### src/rtl/mpt_pkg.sv
// Shared MPT types: supervisor physical address, access kinds, walk fault
// codes, and the walker arbiter state encoding.
package mpt_pkg;

  localparam int unsigned SPA_W = 56;

  typedef union packed {
    logic [SPA_W-1:0] raw;
    struct packed {
      logic [SPA_W-13:0] ppn;
      logic [11:0]       offset;
    } fields;
  } spa_t_u;

  typedef enum logic [1:0] {
    MPT_ACCESS_READ  = 2'd0,
    MPT_ACCESS_WRITE = 2'd1,
    MPT_ACCESS_EXEC  = 2'd2
  } mpt_access_e;

  // FMT_NO_FAULT is zero so a cleared result register reads as "no fault".
  typedef enum logic [1:0] {
    FMT_NO_FAULT      = 2'd0,
    FMT_BAD_MODE      = 2'd1,
    FMT_RESERVED_BITS = 2'd2,
    FMT_BAD_PTE       = 2'd3
  } page_format_fault_e;

  typedef enum logic [1:0] {
    ARB_IDLE  = 2'd0,
    ARB_ISSUE = 2'd1,
    ARB_BUSY  = 2'd2
  } mptw_arb_state_e;

endpackage

### src/rtl/rr_select.sv
// Round-robin picker: first valid requester at or after ptr, wrapping.
module rr_select #(
  parameter int unsigned N_REQ = 2,
  parameter int unsigned IDX_W = $clog2(N_REQ)
) (
  input  logic [N_REQ-1:0] valid,
  input  logic [IDX_W-1:0] ptr,
  output logic [N_REQ-1:0] grant,
  output logic [IDX_W-1:0] idx,
  output logic             any
);

  // Scan N_REQ positions starting from ptr; the first hit wins.
  always_comb begin
    int unsigned j;
    grant = '0;
    idx   = '0;
    any   = 1'b0;
    j     = 0;
    for (int unsigned k = 0; k < N_REQ; k++) begin
      j = (int'(ptr) + k) % N_REQ;
      if (!any && valid[IDX_W'(j)]) begin
        any                = 1'b1;
        grant[IDX_W'(j)]   = 1'b1;
        idx                = IDX_W'(j);
      end
    end
  end

endmodule

### src/rtl/mptw_arbiter.sv
// Shares one MPT walker between N_REQ requesters with round-robin fairness.
// Handshake: a requester's walk is accepted in the cycle req_ready_o[i]
// pulses while req_valid_i[i] is high; the walker takes the transaction in
// the cycle walker_valid_o && walker_ready_i; the response is a single-cycle
// rsp_valid_o pulse with no backpressure.
module mptw_arbiter
  import mpt_pkg::*;
#(
  parameter int unsigned N_REQ = 2,
  parameter int unsigned IDX_W = $clog2(N_REQ)
) (
  input  logic                           clk_i,
  input  logic                           rst_ni,
  input  logic                           flush_i,
  input  logic                           mptw_enable_i,
  input  logic [N_REQ-1:0]               req_valid_i,
  input  spa_t_u [N_REQ-1:0]             req_spa_i,
  input  mpt_access_e [N_REQ-1:0]        req_access_i,
  output logic [N_REQ-1:0]               req_ready_o,
  output logic                           walker_valid_o,
  output spa_t_u                         walker_spa_o,
  output mpt_access_e                    walker_access_o,
  input  logic                           walker_ready_i,
  input  logic                           walk_done_i,
  input  logic                           access_fault_i,
  input  page_format_fault_e             format_error_i,
  output logic [N_REQ-1:0]               rsp_valid_o,
  output logic                           rsp_access_fault_o,
  output page_format_fault_e             rsp_format_error_o,
  output logic                           busy_o,
  output logic [IDX_W-1:0]               owner_o,
  output mptw_arb_state_e                state_o
);

  mptw_arb_state_e    state_q, state_d;
  logic [IDX_W-1:0]   rr_ptr_q;
  logic [IDX_W-1:0]   owner_q;
  spa_t_u             spa_q;
  mpt_access_e        access_q;
  logic [N_REQ-1:0]   rsp_valid_q;
  logic               rsp_af_q;
  page_format_fault_e rsp_fe_q;

  logic [N_REQ-1:0]   sel_grant;
  logic [IDX_W-1:0]   sel_idx;
  logic               sel_any;
  logic               grant_en;
  logic               done_fire;
  logic [N_REQ-1:0]   owner_oh;
  logic [IDX_W-1:0]   rr_ptr_next;

  rr_select #(
    .N_REQ (N_REQ),
    .IDX_W (IDX_W)
  ) u_rr_select (
    .valid (req_valid_i),
    .ptr   (rr_ptr_q),
    .grant (sel_grant),
    .idx   (sel_idx),
    .any   (sel_any)
  );

  assign owner_oh    = N_REQ'(1) << owner_q;
  assign rr_ptr_next = (owner_q == IDX_W'(N_REQ - 1)) ? '0 : owner_q + IDX_W'(1);

  // Next-state logic; flush always returns to IDLE and wins over walk_done.
  always_comb begin
    state_d   = state_q;
    grant_en  = 1'b0;
    done_fire = 1'b0;
    case (state_q)
      ARB_IDLE: begin
        if (!flush_i && mptw_enable_i && sel_any) begin
          grant_en = 1'b1;
          state_d  = ARB_ISSUE;
        end
      end
      ARB_ISSUE: begin
        if (flush_i)             state_d = ARB_IDLE;
        else if (walker_ready_i) state_d = ARB_BUSY;
      end
      ARB_BUSY: begin
        if (flush_i) begin
          state_d = ARB_IDLE;
        end else if (walk_done_i) begin
          done_fire = 1'b1;
          state_d   = ARB_IDLE;
        end
      end
      default: state_d = ARB_IDLE;
    endcase
  end

  // State, latched transaction, owner, pointer and registered response.
  always_ff @(posedge clk_i or negedge rst_ni) begin
    if (!rst_ni) begin
      state_q     <= ARB_IDLE;
      rr_ptr_q    <= '0;
      owner_q     <= '0;
      spa_q       <= '0;
      access_q    <= MPT_ACCESS_READ;
      rsp_valid_q <= '0;
      rsp_af_q    <= 1'b0;
      rsp_fe_q    <= FMT_NO_FAULT;
    end else begin
      state_q     <= state_d;
      rsp_valid_q <= done_fire ? owner_oh : '0;
      if (grant_en) begin
        spa_q    <= req_spa_i[sel_idx];
        access_q <= req_access_i[sel_idx];
        owner_q  <= sel_idx;
      end
      if (done_fire) begin
        rsp_af_q <= access_fault_i;
        rsp_fe_q <= format_error_i;
        rr_ptr_q <= rr_ptr_next;
      end
    end
  end

  // The accept pulse is combinational, so it is also gated by reset to keep
  // every output low while reset is held.
  assign req_ready_o        = (grant_en && rst_ni) ? sel_grant : '0;
  assign walker_valid_o     = (state_q == ARB_ISSUE) && !flush_i;
  assign walker_spa_o       = spa_q;
  assign walker_access_o    = access_q;
  assign rsp_valid_o        = flush_i ? '0 : rsp_valid_q;
  assign rsp_access_fault_o = rsp_af_q;
  assign rsp_format_error_o = rsp_fe_q;
  assign busy_o             = (state_q != ARB_IDLE);
  assign owner_o            = owner_q;
  assign state_o            = state_q;

endmodule
### config.mk
export PLATFORM = sky130hd
export DESIGN_NAME = mptw_arbiter
export DESIGN_NICKNAME = d
export VERILOG_FILES = /design/src/rtl/mpt_pkg.sv /design/src/rtl/rr_select.sv /design/src/rtl/mptw_arbiter.sv
export SDC_FILE = /design/constraint.sdc
export NUM_CORES = 1
export LEC_CHECK = 0
export CORE_MARGIN = 1.5
export CORE_UTILIZATION = 39
export CTS_CLUSTER_SIZE = 40
export DETAILED_ROUTE_END_ITERATION = 12
export HOLD_SLACK_MARGIN = 0.1
export PLACE_DENSITY = 0.87
export SLEW_MARGIN = 30
export SYNTH_ARGS = -nofsm -noshare
export SYNTH_HDL_FRONTEND = slang
export SYNTH_SLANG_ARGS = --single-unit
### constraint.sdc
create_clock -name clk_i -period 2 [get_ports clk_i]
set_input_delay 0.2 -clock clk_i [delete_from_list [all_inputs] [get_ports clk_i]]
set_output_delay 0.2 -clock clk_i [all_outputs]
set_load 0.02 [all_outputs]
### Word-level counts from Yosys, hierarchy flattened

Index checks and enable logic that the tools add are counted.

| storage, ports and cells | value |
|---|---|
| flip-flop bits (word level) | 67 |
| latch bits | 0 |
| RAM bits | 0 |
| bits in read-only memories | 0 |
| bits of input ports | 127 |
| output and inout bits | 70 |
| memories kept | 0 |

| cells by class | value |
|---|---|
| add/sub/neg operators | 2 |
| multipliers | 0 |
| divide/modulo/power cells | 0 |
| magnitude comparators | 5 |
| equal/unequal tests | 5 |
| shift-type cells | 1 |
| mux-type cells | 33 |
| bitwise operators | 1 |
| reductions and logical operators | 12 |

Operators with widths:

| kind | number |
|---|---|
| two-way mux 56 bit | 2 |
| two-way mux 2 bit | 12 |
| two-way mux 1 bit | 16 |
| logical AND 1 bit | 7 |
| less-than comparator 1 x 2 -> 1 bit, second input constant | 3 |
| != test 3 bit, second input constant | 2 |
| case mux 2 bit (3 select lines) | 1 |
| AND reduction 3 bit | 1 |
| adder 1 bit, second input constant | 2 |
| demux 1 bit (select 1 bit) | 2 |
| == test 2 x 1 -> 1 bit, second input constant | 1 |
| == test 2 bit, second input constant | 1 |
| >= comparator 1 bit, second input constant | 2 |
| zero test 1 bit | 2 |
| zero test 2 bit | 1 |
| != test 2 bit, second input constant | 1 |
| bitwise OR 2 bit | 1 |
| nonzero test 2 bit | 1 |
| left shift 1 x 1 -> 2 bit, first input constant | 1 |

### Longest topological paths before layout

| logic depth | value |
|---|---|
| word-level depth | 11 |
| mapped depth | 7 |
| mapped depth without buffers | 3 |

### By module

A second synthesis with hierarchy kept.

| unflattened totals | value |
|---|---|
| cells, all modules | 224 |
| area, all modules | 3329.4 um^2 |

Modules (own cells, without submodules):

| module | instances | cells each | area an instance (um^2) |
|---|---|---|---|
| mptw_arbiter | 1 | 219 | 3296.9 |
| rr_select | 1 | 5 | 32.5 |

### Worst setup path after synthesis

Ideal clock, no wire load.

| timing | value |
|---|---|
| kind | register to output |
| from | register state_q[1] (netlist: state_o[1]) |
| to | output port req_ready_o[0] |
| data arrival time | 1495 ps |
| required time | 1800 ps |
| slack | 305 ps |
| cell stages (with the launch flop) | 6 |
| path buffers | 2 |
| path through | dfrtp_1 -> nor3_2 -> and2_1 -> buf_6 -> buf_6 -> and4b_1 |

| between the ends | value |
|---|---|
| longest elaborated chain between the ends | 4 |

RTL lines:

| item | RTL line | RTL |
|---|---|---|
| from (decl) | mptw_arbiter.sv:35 | `mptw_arb_state_e state_q, state_d;` |
| from (signal assigned) | mptw_arbiter.sv:106 | `state_q <= state_d;` |
| zero test 2 bit | mptw_arbiter.sv:71 | `case (state_q)` |
| two-way mux 1 bit | mptw_arbiter.sv:71 |  |
| logical AND 1 bit | mptw_arbiter.sv:123 | `assign req_ready_o = (grant_en && rst_ni) ? sel_grant : '0;` |
| two-way mux 2 bit | mptw_arbiter.sv:123 |  |
| to (decl) | mptw_arbiter.sv:19 | `output logic [N_REQ-1:0] req_ready_o,` |

No other way between the ends.

### Worst setup path in the final report

| timing | value |
|---|---|
| from | register state_q[1] (netlist: state_o[1]) |
| to | output port busy_o |

| between the ends | value |
|---|---|
| longest elaborated chain between the ends | 1 |

RTL lines:

| item | RTL line | RTL |
|---|---|---|
| nonzero test 2 bit | mptw_arbiter.sv:130 | `assign busy_o = (state_q != ARB_IDLE);` |
| to (decl) | mptw_arbiter.sv:30 | `output logic busy_o,` |

No other way between the ends.

==> summary.txt <==
STA
  • RSZ-0062 raised after global routing: no
  • Max Clk Rate: 519 MHz
  • Slew Limit Fails: 0
  • Min cycle time layout: 1930 ps
  • Worst hold slack: 270 ps
  • Clock Skews: 12.6 ps
  • Final setup viols: 0
  • Slew @ Worst Pin: 819 ps
  • Setup_tns: 0 ps
  • Rel. slew slack: 0.454
  • Final Cycle Share: 0.964
  • Final WS setup: 72.0 ps
  • Fin. Hold Viols: 0

Power and ir drop
  • Clk pwr share: 0.248
  • Net switching power figure: 1.68 mW
  • Pwr/cell area: 902 nW/um2
  • Logic pwr share: 0.394
  • Int Pwr: 3.44 mW
  • Worst IR Drop VDD: 0.460 mV
  • Pleak: 2.16 nW
  • Design Power: 5.13 mW
  • Sw frac: 0.328
  • Sequential share of power: 0.358

Placement
  • Final HPWL DP: 7560 um
  • Placed cell area: 5440 um2
  • Placed instance count: 642
  • PortBufs: 196
  • Setup WS pre-CTS: -46.4 ps
  • Final GP Congestion: 0.780

Layout
  • Core Util, Final: 0.651
  • Post-Layout Cell Count: 659
  • Ant. Diodes: 0
  • Fill count: 717
  • Final instance area: 5680 um2
  • Layout Nets: 673
  • Layout cells sized above 1: 0.0690
  • Syn-to-layout area delta: 62.5%
  • FF/Latch Area: 1680 um2
  • Multi-input gate area: 1590 um2

Global route
  • First-pass GRT wire length: 18200 um
  • Largest net degree at the start of global routing: 117
  • Aggregate global routing overflow: 0
  • GRT Total Usage: 0.232
  • Vias in the first global route: 3702
  • Initial antenna violation count: 0

Drt
  • Routed Antenna Nets: 0
  • TritonRoute pass-1 iters: 4
  • Vias per cell: 5.65
  • Vias: 3726
  • Residual DRC: 0
  • Initial DRC Count: 161
  • Drt total wl: 11300 um
  • WL per Instance: 17.1 um

Synth
  • Prevailing post-synth register cell: dfrtp_1
  • Syn avg cell area: 9.37 um2
  • Synth area leaders: dfrtp_1 48%, nand3b_1 13%, a31oi_1 10%
  • Yosys warning count: 0
  • Sequential-to-total area share from yosys stat: 0.480
  • Netlist cell types: 27
  • Synth top area share: 0.480
  • Syn nets: 500
  • Synthesized instance count: 373
  • Synth Register Bits: 67
  • Post-synth EDFFs: 0
  • Cell Area, Synth: 3500 um2
  • Area leader, netlist: dfrtp_1
  • Synth async-reset ratio: 1.00

CTS
  • Later-pin clock latency in the skew report: 330 ps
  • CTS buffer count: 9
  • H-Tree Depth: 3
  • Clock Sinks: 67
  • Worst-path clk slew: 80 ps
  • CTS tree: yes
  • Longest Clk Path Bufs: 2
  • Post-CTS setup buffers: 0
  • Clock root buffer: clkbuf_8

Worst setup path
  • Crit. End Element: primary output
  • Crit Path Max Fanout: 7
  • Worst EP arrival: 1730 ps
  • CP Data Required Time: 1800 ps
  • WS Path Type: reg -> out
  • Setup crit start kind: flop

Worst hold path
  • HP Class: in -> reg

Die
  • Die Ht: 97.7 um
  • # rows: 34
  • Die ar.: 9540 um2
  • DIE WIDTH: 97.7 um
  • Initial Utilization: 0.401
  • Core area: 8720 um2
  • Num ports: 197

Run
  • Maxcap violations: 0

Run status
  • Status: completed
## final timing paths
check	startpoint	to	slack (ps)	cells past startpoint
min reg2reg	owner_o$_DFFE_PN0P_	rsp_valid_q[0]$_DFF_PN0_	490	1
max reg2reg	state_o[1]$_DFFE_PN0P_	owner_o$_DFFE_PN0P_	210	4
min in group asynchronous	rst_ni	walker_spa_o[53]$_DFFE_PN0P_	470	3
min	req_valid_i[1]	walker_spa_o[45]$_DFFE_PN0P_	270	3
max	state_o[1]$_DFFE_PN0P_	busy_o	70	3
max in group asynchronous	rst_ni	walker_spa_o[33]$_DFFE_PN0P_	1210	3
## state kept, by name (all words and copies together) (netlist names)
register,count
state_o,2
rsp_valid_q,2
walker_spa_o,56
rr_ptr_q,1
walker_access_o,2
owner_o,1
rsp_format_error_o,2
rsp_access_fault_o,1
## critical path, cell delays in order, from the launching register on
cell and delay (ps):
dfrtp_1 420, buf_4 170, or2_2 280, clkdlybuf4s50_1 540
## synth_stat cells (2+ instances only)
master	number
a21oi_1	59
a31oi_1	58
and2_1	2
buf_1	3
buf_2	8
buf_4	3
buf_6	6
clkbuf_1	25
dfrtp_1	67
inv_1	2
mux2_2	3
nand3b_1	59
nor2_1	4
nor2b_1	4
o21ai_0	58
## power by group through the flow
stage | registers, mW | logic (mW) | clock network [mW]
floorplan | 2.20 | 0.640 | 0
global placement | 1.84 | 1.98 | 0
detailed placement | 1.85 | 2.03 | 0
CTS | 1.83 | 2.03 | 1.30
global route | 1.87 | 2.17 | 1.36
finish | 1.83 | 2.02 | 1.27
## layout by cell type, fill, tap and decap left out, drive strengths merged, types with 2 or more instances in the layout
| cell type | n |
|---|---|
| a31oi | 58 |
| clkdlybuf4s50 | 191 |
| o21ai | 58 |
| mux2 | 4 |
| a21oi | 59 |
| dfrtp | 67 |
| nand3b | 59 |
| buf | 13 |
| inv | 2 |
| bufinv | 2 |
| nor2 | 4 |
| nor3 | 2 |
| dlygate4sd2 | 2 |
| clkbuf | 12 |
| and2 | 2 |
| nor2b | 4 |
## layer usage
layer  up-vias  global-route usage  routed length [um]
li1       1735                   -                   -
met1      1801               0.287                4430
met2       168               0.408                5880
met3        22              0.0468                 744
met4         0              0.0692                 233
met5         -                   0                   0
## cell families (layout without fill, tap and decap cells)
| family | Yosys count | in the layout | synth area share |
|---|---|---|---|
| AOI/OAI and AO/OA | 176 | 176 | 0.273 |
| DFF | 67 | 67 | 0.480 |
| buffers and inverters | 48 | 226 | 0.0709 |
| and+or+nand+nor | 77 | 77 | 0.159 |
| muxes | 5 | 5 | 0.0168 |
## layout make-up
class,count,area share
Clock inverter,4,0.0128
Timing Repair Buffer,208,0.360
Inverter,2,0.00132
Tap cell,108,0.0238
Clock buffer,12,0.0273
Multi-Input combinational cell,258,0.280
Sequential cell,67,0.295
## what timing repair did
action / 4_1_cts / 5_1_grt
cloned: 0 / 0
hold endpoints to repair: 67 / 0
gates resized for setup: 2 / 1
endpoints found under the setup margin: 2 / 1
hold buffers: 1 / 0
(Power assumes the default switching activity.)
